$ cat config.mk
export PLATFORM = sky130hd
export DESIGN_NAME = img_diff_binarizer
export DESIGN_NICKNAME = d
export VERILOG_FILES = /design/src/rtl/img_diff_binarizer.sv
export SDC_FILE = /design/constraint.sdc
export NUM_CORES = 1
export LEC_CHECK = 0
export CAP_MARGIN = 15
export CORE_ASPECT_RATIO = 0.5
export CORE_MARGIN = 1
export CORE_UTILIZATION = 40
export DETAILED_ROUTE_END_ITERATION = 8
export PLACE_DENSITY = 0.59
export SYNTH_ARGS = -nofsm -noshare
export SYNTH_HDL_FRONTEND = slang
export SYNTH_SLANG_ARGS = --single-unit
$ cat constraint.sdc
create_clock -name clk -period 2.9 [get_ports clk]
set_input_delay 0.29 -clock clk [delete_from_list [all_inputs] [get_ports clk]]
set_output_delay 0.29 -clock clk [all_outputs]
set_load 0.01 [all_outputs]
$ cat src/rtl/img_diff_binarizer.sv
// Binarizes a saturated absolute-difference pixel stream against a per-frame
// threshold and reports per-frame foreground count and bounding box.
module img_diff_binarizer #(
  parameter int WIDTH = 8,
  parameter int X_W   = 11,
  parameter int Y_W   = 11,
  parameter int CNT_W = 22
) (
  input  logic             clk,
  input  logic             rst_n,
  input  logic             i_diff_valid,
  input  logic             i_diff_sof,
  input  logic             i_diff_eol,
  input  logic             i_diff_eof,
  input  logic [WIDTH-1:0] i_diff_data,
  input  logic [WIDTH-1:0] i_thresh,
  output logic             o_bin_valid,
  output logic             o_bin_sof,
  output logic             o_bin_eol,
  output logic             o_bin_eof,
  output logic             o_bin_data,
  output logic             o_stats_valid,
  output logic [CNT_W-1:0] o_fg_count,
  output logic [X_W-1:0]   o_bbox_xmin,
  output logic [X_W-1:0]   o_bbox_xmax,
  output logic [Y_W-1:0]   o_bbox_ymin,
  output logic [Y_W-1:0]   o_bbox_ymax,
  output logic             o_bbox_empty,
  output logic             o_frame_abort
);

  typedef enum logic [0:0] {
    ST_IDLE   = 1'b0,
    ST_ACTIVE = 1'b1
  } state_t;

  state_t           r_state;
  logic [WIDTH-1:0] r_thr;
  logic [X_W-1:0]   r_x;
  logic [Y_W-1:0]   r_y;
  logic [CNT_W-1:0] r_cnt;
  logic             r_any;
  logic [X_W-1:0]   r_xmin, r_xmax;
  logic [Y_W-1:0]   r_ymin, r_ymax;

  logic             w_accept, w_fg, w_abort;
  logic [WIDTH-1:0] w_thr;
  logic [X_W-1:0]   w_x_cur, w_x_n, w_xmin_b, w_xmax_b, w_xmin_n, w_xmax_n;
  logic [Y_W-1:0]   w_y_cur, w_y_n, w_ymin_b, w_ymax_b, w_ymin_n, w_ymax_n;
  logic [CNT_W-1:0] w_cnt_b, w_cnt_n;
  logic             w_any_b, w_any_n;

  // A sof pixel sees freshly cleared accumulators and the newly sampled threshold.
  always_comb begin
    w_accept = i_diff_valid && (i_diff_sof || (r_state == ST_ACTIVE));
    w_abort  = w_accept && i_diff_sof && (r_state == ST_ACTIVE);
    w_thr    = i_diff_sof ? i_thresh : r_thr;
    w_fg     = w_accept && (i_diff_data > w_thr);

    if (i_diff_sof) begin
      w_x_cur  = {X_W{1'b0}};
      w_y_cur  = {Y_W{1'b0}};
      w_cnt_b  = {CNT_W{1'b0}};
      w_any_b  = 1'b0;
      w_xmin_b = {X_W{1'b0}};
      w_xmax_b = {X_W{1'b0}};
      w_ymin_b = {Y_W{1'b0}};
      w_ymax_b = {Y_W{1'b0}};
    end else begin
      w_x_cur  = r_x;
      w_y_cur  = r_y;
      w_cnt_b  = r_cnt;
      w_any_b  = r_any;
      w_xmin_b = r_xmin;
      w_xmax_b = r_xmax;
      w_ymin_b = r_ymin;
      w_ymax_b = r_ymax;
    end

    if (i_diff_eol) begin
      w_x_n = {X_W{1'b0}};
      w_y_n = (w_y_cur == {Y_W{1'b1}}) ? w_y_cur : w_y_cur + Y_W'(1);
    end else begin
      w_x_n = (w_x_cur == {X_W{1'b1}}) ? w_x_cur : w_x_cur + X_W'(1);
      w_y_n = w_y_cur;
    end

    if (w_fg) begin
      w_cnt_n = (w_cnt_b == {CNT_W{1'b1}}) ? w_cnt_b : w_cnt_b + CNT_W'(1);
      w_any_n = 1'b1;
      if (!w_any_b) begin
        w_xmin_n = w_x_cur;
        w_xmax_n = w_x_cur;
        w_ymin_n = w_y_cur;
        w_ymax_n = w_y_cur;
      end else begin
        w_xmin_n = (w_x_cur < w_xmin_b) ? w_x_cur : w_xmin_b;
        w_xmax_n = (w_x_cur > w_xmax_b) ? w_x_cur : w_xmax_b;
        w_ymin_n = (w_y_cur < w_ymin_b) ? w_y_cur : w_ymin_b;
        w_ymax_n = (w_y_cur > w_ymax_b) ? w_y_cur : w_ymax_b;
      end
    end else begin
      w_cnt_n  = w_cnt_b;
      w_any_n  = w_any_b;
      w_xmin_n = w_xmin_b;
      w_xmax_n = w_xmax_b;
      w_ymin_n = w_ymin_b;
      w_ymax_n = w_ymax_b;
    end
  end

  // Frame FSM, accumulators and all registered outputs.
  always_ff @(posedge clk or negedge rst_n) begin
    if (!rst_n) begin
      r_state       <= ST_IDLE;
      r_thr         <= {WIDTH{1'b0}};
      r_x           <= {X_W{1'b0}};
      r_y           <= {Y_W{1'b0}};
      r_cnt         <= {CNT_W{1'b0}};
      r_any         <= 1'b0;
      r_xmin        <= {X_W{1'b0}};
      r_xmax        <= {X_W{1'b0}};
      r_ymin        <= {Y_W{1'b0}};
      r_ymax        <= {Y_W{1'b0}};
      o_bin_valid   <= 1'b0;
      o_bin_sof     <= 1'b0;
      o_bin_eol     <= 1'b0;
      o_bin_eof     <= 1'b0;
      o_bin_data    <= 1'b0;
      o_stats_valid <= 1'b0;
      o_frame_abort <= 1'b0;
      o_fg_count    <= {CNT_W{1'b0}};
      o_bbox_xmin   <= {X_W{1'b0}};
      o_bbox_xmax   <= {X_W{1'b0}};
      o_bbox_ymin   <= {Y_W{1'b0}};
      o_bbox_ymax   <= {Y_W{1'b0}};
      o_bbox_empty  <= 1'b1;
    end else begin
      o_bin_valid   <= w_accept;
      o_bin_sof     <= w_accept && i_diff_sof;
      o_bin_eol     <= w_accept && i_diff_eol;
      o_bin_eof     <= w_accept && i_diff_eof;
      o_bin_data    <= w_fg;
      o_stats_valid <= w_accept && i_diff_eof;
      o_frame_abort <= w_abort;
      if (w_accept) begin
        r_thr  <= w_thr;
        r_x    <= w_x_n;
        r_y    <= w_y_n;
        r_cnt  <= w_cnt_n;
        r_any  <= w_any_n;
        r_xmin <= w_xmin_n;
        r_xmax <= w_xmax_n;
        r_ymin <= w_ymin_n;
        r_ymax <= w_ymax_n;
        if (i_diff_eof) begin
          r_state      <= ST_IDLE;
          o_fg_count   <= w_cnt_n;
          o_bbox_empty <= !w_any_n;
          o_bbox_xmin  <= w_any_n ? w_xmin_n : {X_W{1'b0}};
          o_bbox_xmax  <= w_any_n ? w_xmax_n : {X_W{1'b0}};
          o_bbox_ymin  <= w_any_n ? w_ymin_n : {Y_W{1'b0}};
          o_bbox_ymax  <= w_any_n ? w_ymax_n : {Y_W{1'b0}};
        end else begin
          r_state <= ST_ACTIVE;
        end
      end else begin
        r_state <= r_state;
      end
    end
  end

endmodule

== Yosys cells after proc, flatten, opt, wreduce, memory -nomap -nowiden ==
Cells that the tools add are included.
Word-level totals
  input port bits: 22
  word-level logic and storage cells: 75
  output and inout bits: 74
  register bits: 171
Cells by class
  add/sub/neg operators: 3
  reduce and logical (&&, ||, !) cells: 9
  magnitude comparators: 5
  equality and inequality tests: 3
  multiplexer cells: 33
Operators by type and width (count)
  $mux W11: 26
  $mux W22: 3
  $add A11 B1 Y11 const B: 2
  $add A22 B1 Y22 const B: 1
  $eq A11 B11 Y1 const B: 2
  $eq A22 B22 Y1 const B: 1
  $gt A11 B11 Y1: 2
  $lt A11 B11 Y1: 2
  $gt A8 B8 Y1: 1
  $mux W8: 1
  $logic_and A1 B1 Y1: 6
  $mux W1: 3
  $reduce_and A2 Y1: 1
  $logic_not A1 Y1: 1
  $logic_or A1 B1 Y1: 1

== Logic depth before layout (Yosys ltp) ==
Gate-level depths: netlist of run 1.
  depth in word-level cells: 6
  gate-level depth with buffers: 16
  gate-level depth less buffers: 11

== Least setup slack after synthesis of run 1 ==
OpenSTA, ideal clock, no wires.
  path type: input-to-reg
  start: in i_diff_sof
  end: reg o_bbox_ymax[2]
  arrival: 3.268 ns
  path buffers: 5
  cell stages on the path: 15
  path slack: -0.445 ns
  library setup time: 0.077 ns
  path through: buf_4 > inv_2 > clkbuf_1 > clkbuf_1 > clkbuf_1 > nand2_1 > ha_1 > o21bai_1 > a22o_1 > a221o_1 > a211oi_1 > o31a_1 > buf_6 > mux2_1 > o21ai_1
On the way
  cells in the longest elaborated chain, start to end: 6
Ends and longest elaborated chain
  start: declaration: line 12  | input logic i_diff_sof,
  $mux W11: line 60  | if (i_diff_sof) begin
  $gt A11 B11 Y1: line 100  | w_ymax_n = (w_y_cur > w_ymax_b) ? w_y_cur : w_ymax_b;
  $mux W11: line 100
  $mux W11: line 91  | if (!w_any_b) begin
  $mux W11: line 88  | if (w_fg) begin
  $mux W11: line 163  | o_bbox_ymax <= w_any_n ? w_ymax_n : {Y_W{1'b0}};
  end signal: assignment: line 136  | o_bbox_ymax <= {Y_W{1'b0}};
  end signal: assignment: line 163
  end: declaration: line 27  | output logic [Y_W-1:0] o_bbox_ymax,
Parallel ways exist; a longest one is shown, timed or not.
A chain may end at the register's enable or synchronous reset.

== Final worst setup path of run 1 ==
  start: reg r_thr[0]
  end: reg r_ymax[6]
On the way
  cells in the longest elaborated chain, start to end: 4
Ends and longest elaborated chain
  start: declaration: line 38  | logic [WIDTH-1:0] r_thr;
  start signal: assignment: line 116  | r_thr <= {WIDTH{1'b0}};
  start signal: assignment: line 147  | r_thr <= w_thr;
  $mux W8: line 57  | w_thr = i_diff_sof ? i_thresh : r_thr;
  net w_thr[0]: line 47  | logic [WIDTH-1:0] w_thr;
  $gt A8 B8 Y1: line 58  | w_fg = w_accept && (i_diff_data > w_thr);
  $logic_and A1 B1 Y1: line 58
  $mux W11: line 88
  end signal: assignment: line 124  | r_ymax <= {Y_W{1'b0}};
  end signal: assignment: line 155  | r_ymax <= w_ymax_n;
  end: declaration: line 44  | logic [Y_W-1:0] r_ymin, r_ymax;
The timed path passes the listed nets, and every way through them passes these cells.

==> results, run 1 <==
- The startpoint of the worst-slack reg-to-reg timing path is r_thr[0]$_DFFE_PN0P_.
- The total count of hold-check failures in the final report is 0.
- The share of the Yosys chip area taken by registers is 0.458.
- The total of flip-flops plus latches after synthesis is 171.
- The number of max-cap violations is 0.
- The growth of design area from synthesis to finish is 27.8%.
- For met2 alone, demand over resource in global routing was 0.371.
- The clock network latency to the later pin of the worst-skew pair is 0.45 ns.
- After technology mapping, the gate count stands at 978.
- In this run the mean area of a mapped cell was around 9.6 um^2.
- After global routing, the most crowded layer is met2.
- By area the synthesized netlist is led by sky130_fd_sc_hd__dfrtp_1 (45%), sky130_fd_sc_hd__nand2_1 (7.0%), sky130_fd_sc_hd__ha_1 (6.0%).
- For this run the aggregate overflow at the end of global routing stands at 0.
- Power spread over the standard cell area amounts to 534 mW/mm^2.
- The run finished with clean final reports.
- The final-stage net count is 1209.
- 96 I/O pins were placed.
- By count the netlist is led by sky130_fd_sc_hd__nand2_1 (174), sky130_fd_sc_hd__dfrtp_1 (170), sky130_fd_sc_hd__o21ai_0 (95), sky130_fd_sc_hd__mux2i_1 (53), sky130_fd_sc_hd__ha_1 (45).
- The arrival time at the worst endpoint is slightly above 3 ns.
- VDD sags by at most between 0.2 and 0.3 mV.
- Setup repair after global routing left no endpoint under its margin.
- The worst hold margin is 0.390 ns.
- In this run the worst hold path is classified as in2async.
- For this design, the slowest cell found on the critical path is sky130_fd_sc_hd__a2111oi_2.
- The core region is 0.0229 mm^2.
- Walking the worst path, the cells encountered are mux2_4 > ha_4 > nor2b_1 > o211ai_1 > a2111oi_2 > nor2_2 > o31a_1 > buf_12 > a21o_4 > a21o_1.
- The initial DRC count is 650.
- The via count of the first global-routing pass is around 7800.
- Clock-pin slew was measured on the worst setup and hold paths at about 0.070 ns.
- Summed over all instances, the cell type with the most area after synthesis is sky130_fd_sc_hd__dfrtp_1.
- The worst pin sits at a relative slew slack of 0.431.
- The width of the chip is 218 um.
- Along the worst path, the maximum fanout reaches 13.
- Dividing the detail-routed wire length by the instance count gives 17.9 um.
- For this run, global-route usage on met1 was measured as 0.316.
- The largest single stage delay on the critical path is 0.44 ns.
- The number of distinct library cell variants in the gate-level netlist after synthesis is 71.
- The minimum clock period after layout is ~2.7 ns.
- Counting every sink on the clock net gives 171.
- The sum of internal, switching and leakage power is 6.38 mW.
- Summed over all nets, the half-perimeter wirelength after detailed placement is 19.1 mm.
- The number of iterations in the first detailed-routing pass is 4.
- The worst setup path is captured at a flip-flop.
- The cell chosen for the clock root is sky130_fd_sc_hd__clkbuf_16.
- The count of final max-slew check failures was 0.
- Post-CTS timing repair inserted 0 buffers for setup.
- The required arrival time at the worst endpoint is 3.24 ns.
- The number of antenna violations at the first check in global routing is 0.
- The routed via count divided by cell count is around 5.4.
- The worst-case clock buffer depth is 2.
- The netlist area before placement is 0.00935 mm^2.
- The startpoint class of the critical path is a flip-flop.
- The fraction of synthesized cell area taken by the top area cell type is 0.455.
- The cell total after placement is ~1400.
- In the synthesized netlist the dominant register cell turns out to be sky130_fd_sc_hd__dfrtp_1.
- The number of antenna-violating nets in the routed design is 0.
- Counting every net in the synthesized netlist gives 1045.
- The floorplan has 39 rows.
- The starting density of the core is 0.409.
- The H-tree generated during clock tree synthesis spans 4 levels.
- The post-detailed-route DRC marker count is 0.
- For the pin with the worst max-slew slack, the measured transition is 0.854 ns.
- At the end of routability-driven placement, the weighted congestion stood at 0.902.
- Setup violations remaining at the end of the flow were counted as 0.
- The number of enable flip-flop cells after synthesis is 0.
- Broken down by cell family, the worst path's largest delay share belongs to compound AO/OA/AOI/OAI gates.
- The share of layout cells above drive strength 1 is 0.150.
- The first global-routing pass estimated 42.1 mm of wire.
- The maximum number of pins on one net before global-route repair is 79.
- The async set or reset register ratio after synthesis is 1.00.
- For the final database, setup skew stands at 0.0128 ns.
- The floorplan step defined a die boundary enclosing 0.0240 mm^2.
- The critical path start-end classification is reg2reg.
- The count of buffers added on input and output ports is 95.
- In the global route stage, met3 resource usage came out at 0.0379.
- The die height is 110 um.
- The leakage power of the design is 5.52 nW.
- The number of diodes added for antenna fixing is 0.
- The final critical-path share of the clock period is 0.941.
- The clock tree from TritonCTS is built.
- In this run the worst setup path begins at r_thr[0]$_DFFE_PN0P_.
- By instance count, the leading cell after synthesis is sky130_fd_sc_hd__nand2_1.
- Timing would allow up to between 0.3 and 0.4 GHz.
- Timing analysis after detailed placement gives a worst setup slack of -0.270 ns.
- The number of buffers and inverters on the critical path is 1.
- In the global route stage, overall resource usage came out at 0.230.
- Across all setup checks in the final design, the least slack found is about 0.17 ns.
- The post-layout instance count excluding filler cells is 1462.
- Clock tree synthesis inserted a total of 17 buffers.
- The sum of routed wire length over all layers is 26.2 mm.
- The routed layout has 7888 vias.
- The Yosys step of the flow raised 0 warnings.
## timing repair
action	4_1_cts	5_1_grt
hold buffers	1	0
resized for setup	0	3
endpoints found under the setup margin	0	79
hold endpoints to repair	58	0
## flip-flops by register name, indices dropped and copies added (netlist names), 8 cells and up
register and count:
r_y 11, o_bbox_ymin 11, r_xmax 11, o_bbox_xmax 11, r_xmin 11, r_ymax 11
r_ymin 11, r_thr 8, o_fg_count 22, o_bbox_ymax 11, o_bbox_xmin 11, r_cnt 22
r_x 11
## placed cells by master (no fill, tap or decap), drive strengths merged, types with 5 or more instances in the layout
cell / count
clkdlybuf4s50: 93
buf: 112
nand3: 23
xor2: 18
nor3: 8
o22ai: 5
nand4: 20
and2: 6
nor2b: 23
a31oi: 7
a21oi: 30
mux2i: 53
xnor2: 18
and3: 16
clkinv: 11
dfrtp: 170
a21o: 11
clkbuf: 17
inv: 34
nor2: 39
nand2: 174
o21ai: 110
ha: 45
a22o: 25
o2bb2ai: 17
and4: 9
## worst paths after layout
| check | end | cells past startpoint | slack, ns |
|---|---|---|---|
| min reg2reg | r_xmax[10]$_DFFE_PN0P_ | 2 | 0.48 |
| max in group asynchronous | r_y[3]$_DFFE_PN0P_ | 3 | 1.62 |
| max reg2reg | r_ymax[6]$_DFFE_PN0P_ | 10 | 0.17 |
| min | o_bin_sof$_DFF_PN0_ | 2 | 0.39 |
| max | r_ymax[6]$_DFFE_PN0P_ | 10 | 0.17 |
| min in group clk | r_thr[3]$_DFFE_PN0P_ | 4 | 0.39 |
## metal layers
layer / part of all wire / up-vias
met4: 0.015 / 0
met2: 0.46 / 162
met5: 0 / -
met3: 0.039 / 32
li1: - / 3794
met1: 0.49 / 3900
## final cells by class
cell class | instances | area [um^2]
Clock inverter | 15 | 166
Sequential cell | 171 | 4280
Tap cell | 307 | 384
Clock buffer | 17 | 425
Multi-Input combinational cell | 712 | 4720
Timing Repair Buffer | 206 | 1850
Inverter | 34 | 133
Fill cell | 2128 | 10900
## cells by family after synthesis
family,after synthesis,synth area share
adders and majority gates,45,0.0602
muxes,56,0.0603
xor gates and xnor gates,36,0.0337
buffers and inverters,95,0.0472
AOI/OAI and AO/OA,247,0.172
and+or+nand+nor,328,0.169
DFF,171,0.458
## where the power goes
group          total, mW  switching [mW]  internal, mW
clock               2.33            1.05          1.28
sequential          2.70           0.139          2.56
combinational       1.35           0.744         0.607
total               6.38            1.93          4.45
## metrics by stage
| step | utilization | TNS, ns | instance area (um^2) |
|---|---|---|---|
| after floorplan | - | -0.296 | 9480 |
| after global placement | 0.496 | -8.60 | 11300 |
| after detailed placement | 0.496 | -15.88 | 11300 |
| after CTS | 0.522 | 0 | 11900 |
| after global routing | 0.522 | 0 | 12000 |
| final | 0.522 | 0 | 12000 |
No activity file was read; power rests on OpenSTA's default activity.
==> run 2, diff against run 1 <==
Settings changed: CAP_MARGIN 15 to 20.
==> results of run 2 <==
The final DEF is identical to that of run 1; final timing and power are the same.
==> run 3, diff against run 2 <==
Settings changed: PLACE_DENSITY 0.59 to 0.65.
Clock period 2.9 ns to 2.7 ns, I/O delays scaled along.
==> results, run 3 (synthesized netlist as in run 1, its figures left out) <==
- The run finished with clean final reports.
- The post-layout instance count excluding filler cells is 1483 (+1.4%).
- The initial DRC count is 636 (-2.2%).
- The post-detailed-route DRC marker count is 0 (unchanged).
- In this run the critical register-to-register path is launched from r_thr[0]$_DFFE_PN0P_.
- The via count of the first global-routing pass is 8015 (+2.8%).
- The die height is 110 um (unchanged).
- The routed via count divided by cell count came to 5.50 (+1.9%).
- The total number of H-tree levels is 4 (unchanged).
- The maximum number of pins on one net before global-route repair is 79 (unchanged).
- The leakage power of the design is 5.67 nW (+2.8%).
- The headroom to the max-slew limit is 0.521 (+0.0904).
- In the layout the commonest cells are sky130_fd_sc_hd__nand2_1 (173), sky130_fd_sc_hd__dfrtp_1 (170), sky130_fd_sc_hd__buf_4 (115), sky130_fd_sc_hd__clkdlybuf4s50_1 (93), sky130_fd_sc_hd__o21ai_0 (66).
- The cell total after placement is 1440 (+0.77%).
- The remaining global-route overflow is 0 (unchanged).
- The startpoint class of the critical path is a flip-flop.
- The worst slack after detailed placement came to -0.374 ns (-0.104 ns).
- The final-stage net count is 1230 (+1.7%).
- The placer congestion estimate came to 0.899 (-0.29%).
- The HPWL reported at the end of detailed placement is 18.9 mm (-0.92%).
- The total count of hold-check failures in the final report is 0 (unchanged).
- The aggregate global-route resource usage was 0.229 (-0.00153).
- The number of iterations in the first detailed-routing pass is 6 (+2).
- The full die area came to 0.0240 mm^2 (unchanged).
- The share of layout cells above drive strength 1 is 0.189 (+0.0390).
- Walking the worst path, the cells encountered are mux2_4 > ha_4 > nor2b_1 > o211ai_1 > a2111oi_2 > nor2_2 > buf_4 > nor3_4 > buf_6 > clkbuf_16 > o21ai_4 > a22o_1.
- The slew of the pin with the lowest slew margin is 0.718 ns (-0.136 ns).
- The final critical-path share of the clock period is 0.987 (+0.0456).
- The tree is rooted in a sky130_fd_sc_hd__clkbuf_16.
- The wire length of the first global-routing pass is 42.4 mm (+0.66%).
- The post-route worst setup slack is 0.0364 ns (-0.135 ns).
- The minimum clock period after layout is 2.66 ns (-0.0650 ns).
- The reg-to-reg critical path endpoint is r_xmax[5]$_DFFE_PN0P_.
- The arrival time at the worst endpoint is 2.99 ns (-0.08 ns).
- The number of clock sinks is 171 (unchanged).
- The area of the core region is 0.0229 mm^2 (unchanged).
- On the critical path, the stage with the largest delay is an instance of sky130_fd_sc_hd__a2111oi_2.
- The final standard cell area without fillers is 0.0124 mm^2 (+3.6%).
- The required arrival time at the worst endpoint was 3.03 ns (-0.21 ns).
- The sum of routed wire length over all layers was 27.0 mm (+2.9%).
- The I/O pin total is 96 (unchanged).
- The starting density of the core is 0.409 (unchanged).
- The count of cells along the worst register-to-register path was 12 (+2).
- The standard-cell row count came to 39 (unchanged).
- The critical path start-end classification is reg2reg.
- The via total after detailed routing is 8155 (+3.4%).
- The number of clock buffers inserted by TritonCTS was 17 (unchanged).
- The worst voltage drop across the vdd grid is 0.300 mV (+12%).
- The largest clock skew in the final design is 0.0101 ns (-0.00274 ns).
- The share of the core filled with cells in the final layout was 0.541 (+0.0190).
- The number of antenna-violating nets in the routed design is 0 (unchanged).
- The largest delay contributor family on the critical path is compound AO/OA/AOI/OAI gates.
- The placed cell area is 0.0115 mm^2 (+1.7%).
- The per-cell routed wire length is 18.2 um (+1.4%).
- The area used by multi-input combinational logic was 0.00489 mm^2 (+3.7%).
- The power per cell area is 567 mW/mm^2 (+6.3%).
- The setup slack on the worst flop-to-flop path is 0.04 ns (-0.13 ns).
- The clock tree from TritonCTS is built.
- The count of final max-slew check failures is 0 (unchanged).
- The largest registers in the layout are o_fg_count x22, r_cnt x22.
- The number of buffers added on ports was 95 (unchanged).
- The width of the chip is 218 um (unchanged).
- The number of setup violations in the final report is 0 (unchanged).
- The number of max-cap violations was 0 (unchanged).
- The number of antenna violations at the first check in global routing is 0 (unchanged).
- The clock network latency to the later pin of the worst-skew pair is 0.44 ns (about the same).
- The worst min-delay path category is in2async.
- The worst-case clock buffer depth is 2 (unchanged).
- The clock transition at the registers of the reported paths came to 0.07 ns (about the same).
- The achievable frequency came to 0.375 GHz (+2.4%).
- The fill cell instance count of the final layout is 1994 (-6.3%).
- The most frequent standard cell in the layout excluding fill and tap cells is sky130_fd_sc_hd__nand2_1.
- The sum of buffers and inverters on the critical path was 3 (+2).
- The type of destination of the critical path is a flip-flop.
- The growth of design area from synthesis to finish is 32.5%.
- Setup repair after global routing could not meet its margin everywhere.
- The number of diodes added for antenna fixing is 0 (unchanged).
- The peak per-stage delay on the critical path is 0.40 ns (-0.04 ns).
- The largest fanout on the critical path is 5 (-8).
- The area used by sequential logic in the layout is 0.00428 mm^2 (unchanged).
==> run 3: cell type report <==
cell class	instances	area share
clock inverter	12	0.0111
inverter	34	0.0111
timing repair buffer	226	0.170
clock buffer	20	0.0361
multi-input combinational	713	0.395
sequential	171	0.346
tap	307	0.0310
==> run 3: per-layer routing <==
| layer | GRT usage | vias to the layer above | part of all wire |
|---|---|---|---|
| li1 | - | 3835 | - |
| met1 | 0.311 | 4067 | 0.46 |
| met2 | 0.379 | 227 | 0.48 |
| met3 | 0.0398 | 26 | 0.046 |
| met4 | 0.0609 | 0 | 0.012 |
| met5 | 0 | - | 0 |
==> run 3: worst max path at each step <==
stage | start | endpoint | slack, ns | cells after the start
after floorplan | i_diff_sof | r_xmin[5]$_DFFE_PN0P_ | -0.20 | 16
after global placement | i_diff_sof | o_bbox_xmax[6]$_DFFE_PN0P_ | -0.33 | 13
after detailed placement | i_diff_sof | r_xmin[5]$_DFFE_PN0P_ | -0.37 | 13
after CTS | r_thr[0]$_DFFE_PN0P_ | o_fg_count[9]$_DFFE_PN0P_ | 0.05 | 10
after global routing | r_thr[0]$_DFFE_PN0P_ | r_xmax[5]$_DFFE_PN0P_ | -0.07 | 12
final | r_thr[0]$_DFFE_PN0P_ | r_xmax[5]$_DFFE_PN0P_ | 0.04 | 12
==> run 3: what timing repair did <==
action | in CTS | in global routing
endpoints found under the hold margin | 70 | 0
buffers inserted | 0 | 7
hold buffers | 1 | 0
gates cloned | 0 | 3
resized for setup | 1 | 42
pin swaps | 1 | 3
setup endpoints to repair | 25 | 71
==> run 3: report_power, final <==
group          switching, mW  internal [mW]
logic                  0.853          0.762
clock network           1.10           1.40
registers              0.166           2.75
==> run 3: stage by stage <==
stage          total power, mW  hold slack [ns]  TNS [ns]
6_report                  7.03            0.411         0
4_1_cts                   6.92            0.405         0
3_3_place_gp              4.37            0.330    -28.60
3_5_place_dp              4.41            0.344    -32.99
5_1_grt                   7.35            0.441     -1.88
2_1_floorplan             3.78          -0.0256    -13.06
